===== src/rtl/stopwatch_ctrl.sv =====
// stopwatch_ctrl: debounced start/clear/lap buttons drive a stopwatch FSM emitting tenth-second ticks
module stopwatch_ctrl #(
  parameter int TICK_DIV = 10,
  parameter int DEBOUNCE_CYCLES = 4
) (
  input  logic       clk,
  input  logic       reset,
  input  logic       btn_start,
  input  logic       btn_clear,
  input  logic       btn_lap,
  output logic       cnt_en,
  output logic       cnt_clr,
  output logic       display_hold,
  output logic       running,
  output logic [1:0] state
);
  localparam int TW = $clog2(TICK_DIV);
  localparam int DW = $clog2(DEBOUNCE_CYCLES + 1);
  typedef enum logic [1:0] {IDLE = 2'b00, RUN = 2'b01, PAUSED = 2'b10, LAP = 2'b11} state_t;
  state_t st, nxt;
  logic [2:0] btn, s1, s2, lvl, lvl_q, prs;
  logic [2:0][DW-1:0] dcnt;
  logic [TW-1:0] tc;
  logic clr_ev, start_ev, lap_ev, do_clr, keep, live;
  assign btn = {btn_lap, btn_start, btn_clear};
  assign {lap_ev, start_ev, clr_ev} = prs;
  assign state = st;
  assign live = st == RUN || st == LAP;
  always_comb begin
    do_clr = clr_ev && (st == IDLE || st == PAUSED);
    nxt = do_clr ? IDLE :
          start_ev ? (live ? PAUSED : RUN) :
          (lap_ev && st == RUN) ? LAP :
          (lap_ev && st == LAP) ? RUN : st;
    keep = live && (nxt == RUN || nxt == LAP);
  end
  always_ff @(posedge clk) begin
    if (!reset) begin
      s1 <= '0;
      s2 <= '0;
      lvl <= '0;
      lvl_q <= '0;
      prs <= '0;
      dcnt <= '0;
      st <= IDLE;
      tc <= '0;
      cnt_en <= 1'b0;
      cnt_clr <= 1'b0;
      display_hold <= 1'b0;
      running <= 1'b0;
    end else begin
      s1 <= btn;
      s2 <= s1;
      lvl_q <= lvl;
      prs <= lvl & ~lvl_q;
      for (int i = 0; i < 3; i++) begin
        dcnt[i] <= (s2[i] == lvl[i] || dcnt[i] == DW'(DEBOUNCE_CYCLES - 1)) ? '0 : dcnt[i] + 1'b1;
        if (s2[i] != lvl[i] && dcnt[i] == DW'(DEBOUNCE_CYCLES - 1)) lvl[i] <= s2[i];
      end
      st <= nxt;
      tc <= do_clr ? '0 : keep ? (tc == TW'(TICK_DIV - 1) ? '0 : tc + 1'b1) : tc;
      cnt_en <= keep && tc == TW'(TICK_DIV - 1);
      cnt_clr <= do_clr;
      display_hold <= nxt == LAP;
      running <= nxt == RUN || nxt == LAP;
    end
  end
endmodule

===== config.mk =====
export PLATFORM = sky130hd
export DESIGN_NAME = stopwatch_ctrl
export DESIGN_NICKNAME = d
export VERILOG_FILES = /design/src/rtl/stopwatch_ctrl.sv
export SDC_FILE = /design/constraint.sdc
export NUM_CORES = 1
export LEC_CHECK = 0
export BUFFER_PORTS_ARGS = -buffer_cell sky130_fd_sc_hd__buf_4
export CAP_MARGIN = 10
export CORE_MARGIN = 5
export CORE_UTILIZATION = 30
export CTS_CLUSTER_DIAMETER = 200
export DETAILED_ROUTE_END_ITERATION = 16
export MAX_ROUTING_LAYER = met4
export PLACE_DENSITY = 0.54
export SYNTH_ARGS = -nofsm -noshare
export SYNTH_HDL_FRONTEND = slang
export SYNTH_SLANG_ARGS = --single-unit
export TNS_END_PERCENT = 50

===== constraint.sdc =====
create_clock -name clk -period 2.34 [get_ports clk]
set_input_delay 0.585 -clock clk [delete_from_list [all_inputs] [get_ports clk]]
set_output_delay 0.585 -clock clk [all_outputs]
set_load 0.1 [all_outputs]

**Word level (Yosys, flattened, before mapping)**

Cells that the tools add are included.

- Bits of input ports: 5
- Word-level logic and storage cells: 63
- Output and inout port bits: 6
- Register bits after elaboration: 34

- Reduce and logical (&&, ||, !) cells: 19
- Bitwise logic cells: 3
- Add/subtract/negate cells: 4
- Mux-type cells: 6
- Eq/ne operators: 15

Operators by type and width:

| cell | number |
|---|---|
| 2-bit two-way mux | 5 |
| 3-bit by 1-bit adder with 3-bit output, second input constant | 3 |
| 3-bit by 2-bit equality test with 1-bit output, second input constant | 3 |
| 1-bit logical AND | 8 |
| 2-bit OR reduction | 4 |
| 2-bit equality test, second input constant | 3 |
| 1-bit logical OR | 6 |
| 4-bit by 1-bit adder with 4-bit output, second input constant | 1 |
| 2-bit by 1-bit equality test with 1-bit output, second input constant | 2 |
| 4-bit equality test, second input constant | 1 |
| 4-bit two-way mux | 1 |
| 3-bit bitwise AND | 1 |
| 1-bit equality test | 3 |
| 1-bit != test | 3 |
| 3-bit NOT | 1 |
| 2-bit zero test | 1 |
| 1-bit NOT | 1 |

**Depth between registers and ports, before layout**

- Depth in word-level cells: 10
- Gate-level depth with buffers: 5
- Gate-level depth less buffers: 5

**Worst setup path after synthesis**

OpenSTA, ideal clock, no wires.

- Path type: register -> output
- Start point: reg st[0] (netlist: state[0])
- End point: out state[0]
- Stages on the path, launching flop included: 2
- Slack: 300 ps
- Data required time: 1755 ps
- Data arrival time: 1455 ps
- Path buffers: 1
- Cell sequence: dfxtp_1 buf_4

RTL lines:

| item | line | text |
|---|---|---|
| from (decl) | 20 | `state_t st, nxt;` |
| from (signal assigned) | 60 | `st <= nxt;` |
| to (decl) | 15 | `output logic [1:0] state` |

No word-level cell between the ends.

==> impl_metrics.py <==
metrics = {
    "power_and_ir_drop": {
        "power_density_nw_per_um2": 728,
        "p_leak_nw": 0.565,
        "ir_drop_mv": 0.257,
    },
    "floorplan": {
        "initial_core_util": 0.316,
        "die_area_sq_um": 5270,
        "die_w_microns": 72.6,
        "design.core.area_sq_um": 3720,
        "boundaryPins": 11,
        "num_rows": 22,
        "die_height_microns": 72.6,
    },
    "timing": {
        "relSlewSlack": 0.709,
        "hold_viol": 0,
        "finClkSkew_ns": 0.00296,
        "drv_slew": 0,
        "tns_ns": 0,
        "fmax_mhz": 605,
        "worstMarginPinSlew_ns": 0.434,
        "finalSetupViolCount": 0,
        "period_minus_slack_ns": 1.65,
        "rsz0062_at_grt": "false",
        "whs_ns": 0.377,
        "timing.final.crit_share": 0.707,
    },
    "routing": {
        "drt-pass1-iter-count": 3,
        "drtAntennaViolNets": 0,
        "drc": 0,
        "viasPerCell": 4.15,
        "dr.first_iter.drc_count": 42,
        "wl_microns": 1560,
        "vias": 722,
        "wire_per_inst_microns": 8.98,
    },
    "critical_path": {
        "critPathTopFamily": "flip-flops",
        "critPathBufInv": 1,
        "crit_chain": "buf_4",
        "slowest_stage": "dfxtp_1",
        "worst_setup_path_end_kind": "output pin",
        "worstPathMaxFanout": 8,
        "crit_type": "register to output pin",
        "cp-start-kind": "register",
        "required_ns": 1.75,
        "max_stage_delay_ns": 0.45,
        "cp_data_arrival_time_ns": 1.07,
    },
    "yosys": {
        "yosysTopAreaCellShare": 0.562,
        "ys_warn_count": 0,
        "syn_avg_cell_area_sq_um": 10.5,
        "synth_fp_nets": 124,
        "synth_edf_count": 0,
        "netlist_top_cells_area": "dfxtp_1, ha_1, nor2b_1",
        "synth.distinct_cells": 27,
        "netlist_area_sq_um": 1170,
        "synthFlopType": "dfxtp_1",
        "synth_top_family_by_area": "simple AND/OR/NAND/NOR gates",
        "synthXorXnorAreaFrac": 0.0373,
        "synth_fa_ha_area_frac": 0.0745,
        "synthCells": 112,
        "yosysSeqAreaShare": 0.562,
        "synth-seq-cells": 33,
        "synthSimpleGateAreaFrac": 0.216,
        "yosysTopAreaCell": "dfxtp_1",
        "synth-compound-area-share": 0.0437,
        "synth_mux_area_frac": 0.0256,
        "synthArstFlopShare": 0,
    },
    "cells_and_area": {
        "synthToLayoutAreaGrowth_pct": 17.4,
        "fillerInstances": 381,
        "diodes": 0,
        "fin_area_sq_um": 1380,
        "drive_gt1_frac": 0.159,
        "layout.nets": 138,
        "final_common_cell": "dfxtp_1",
        "final_cell_mix": "dfxtp_1, nor2_1, nor2b_1, buf_4, and2_1",
    },
    "global_route": {
        "grt_pass1_vias": 650,
        "grt.total_usage": 0.0698,
        "grt_max_degree": 21,
        "grt_antenna_before_repair": 0,
        "grt_pass1_wl_microns": 2660,
        "grt-ovfl-total": 0,
    },
    "cts": {
        "cts_sinks": 33,
        "clock_path_buffers": 2,
        "post_cts_buffers": 0,
        "post_cts_resized": 0,
        "holdBufCountCts": 0,
        "cts_htree_levels": 2,
        "cts_root_buf": "clkbuf_8",
        "cts_buffers": 5,
        "cts.clk_slew.worst_paths_ns": 0.06,
        "cts_tree": "yes",
        "worstSkewPairLatency_ns": 0.27,
    },
    "outcome": {
        "status": "finished, final reports clean",
    },
    "place": {
        "place_hpwl_microns": 1100,
        "place_area_sq_um": 1290,
        "place_congestion": 0.718,
        "io_buffers": 10,
    },
    "job": {
        "drv_cap": 0,
    },
    "worst_hold_path": {
        "hold_path.class": "register to register",
    },
}
[routing by layer]
layer | routed length, microns | vias up | track usage
met5 | 0 | - | -
met4 | 55 | 0 | 0.0492
met2 | 683 | 13 | 0.0992
met3 | 96 | 7 | 0.0331
met1 | 727 | 319 | 0.0759
li1 | - | 383 | -
[cell type report]
class	instances	area, sq um	area share
Sequential cell	33	661	0.479
Tap cell	48	60.1	0.0436
Inverter	8	30.0	0.0218
Multi-Input combinational cell	68	467	0.338
Timing Repair Buffer	10	75.1	0.0544
Clock buffer	7	86.3	0.0626
[cell usage after synthesis (2+ instances only)]
master	number
a21oi_1	2
and2_1	9
dfxtp_1	33
ha_1	7
inv_1	8
mux2i_1	3
nand3b_1	3
nor2_1	12
nor2b_1	11
o21ai_0	4
xor2_1	4
[cell families (layout without fill, tap and decap cells)]
kind of cell,count (synthesis),after routing
DFF,33,33
xor gates and xnor gates,5,5
AOI/OAI and AO/OA,9,9
buffers and inverters,11,25
adders and majority gates,7,7
muxes,3,3
and+or+nand+nor,44,44
[flip-flops by register name, indices dropped and copies added, names as in the netlist]
| register | cells |
|---|---|
| s1 | 3 |
| display_hold | 1 |
| dcnt | 9 |
| cnt_en | 1 |
| prs | 3 |
| cnt_clr | 1 |
| tc | 4 |
| state | 2 |
| lvl_q | 3 |
| s2 | 3 |
| lvl | 3 |
[stage by stage]
stage / power [mW] / utilization / setup WS [ns] / instances
5_1_grt: 1.04 / 0.371 / 0.636 / 174
3_3_place_gp: 0.603 / 0.348 / 1.01 / 167
6_report: 1.00 / 0.371 / 0.686 / 174
4_1_cts: 1.03 / 0.371 / 0.670 / 174
3_5_place_dp: 0.604 / 0.348 / 0.985 / 167
2_1_floorplan: 0.596 / - / 0.300 / 112
[path summary, 6_finish.rpt]
path                            cells after the start     start  slack [ns]      end
worst max-delay path                                1  state[0]        0.69  running
worst min-delay path                                1  lvl_q[2]        0.38   prs[2]
worst max register to register                      4  state[0]        1.00    tc[1]
worst min register to register                      1  lvl_q[2]        0.38   prs[2]
[where the power goes]
group	switching [mW]	internal, mW	total [mW]
Clock	0.181	0.233	0.413
Sequential	0.00244	0.568	0.571
Combinational	0.00961	0.0104	0.0200
Power figures use the tool's default switching activity.
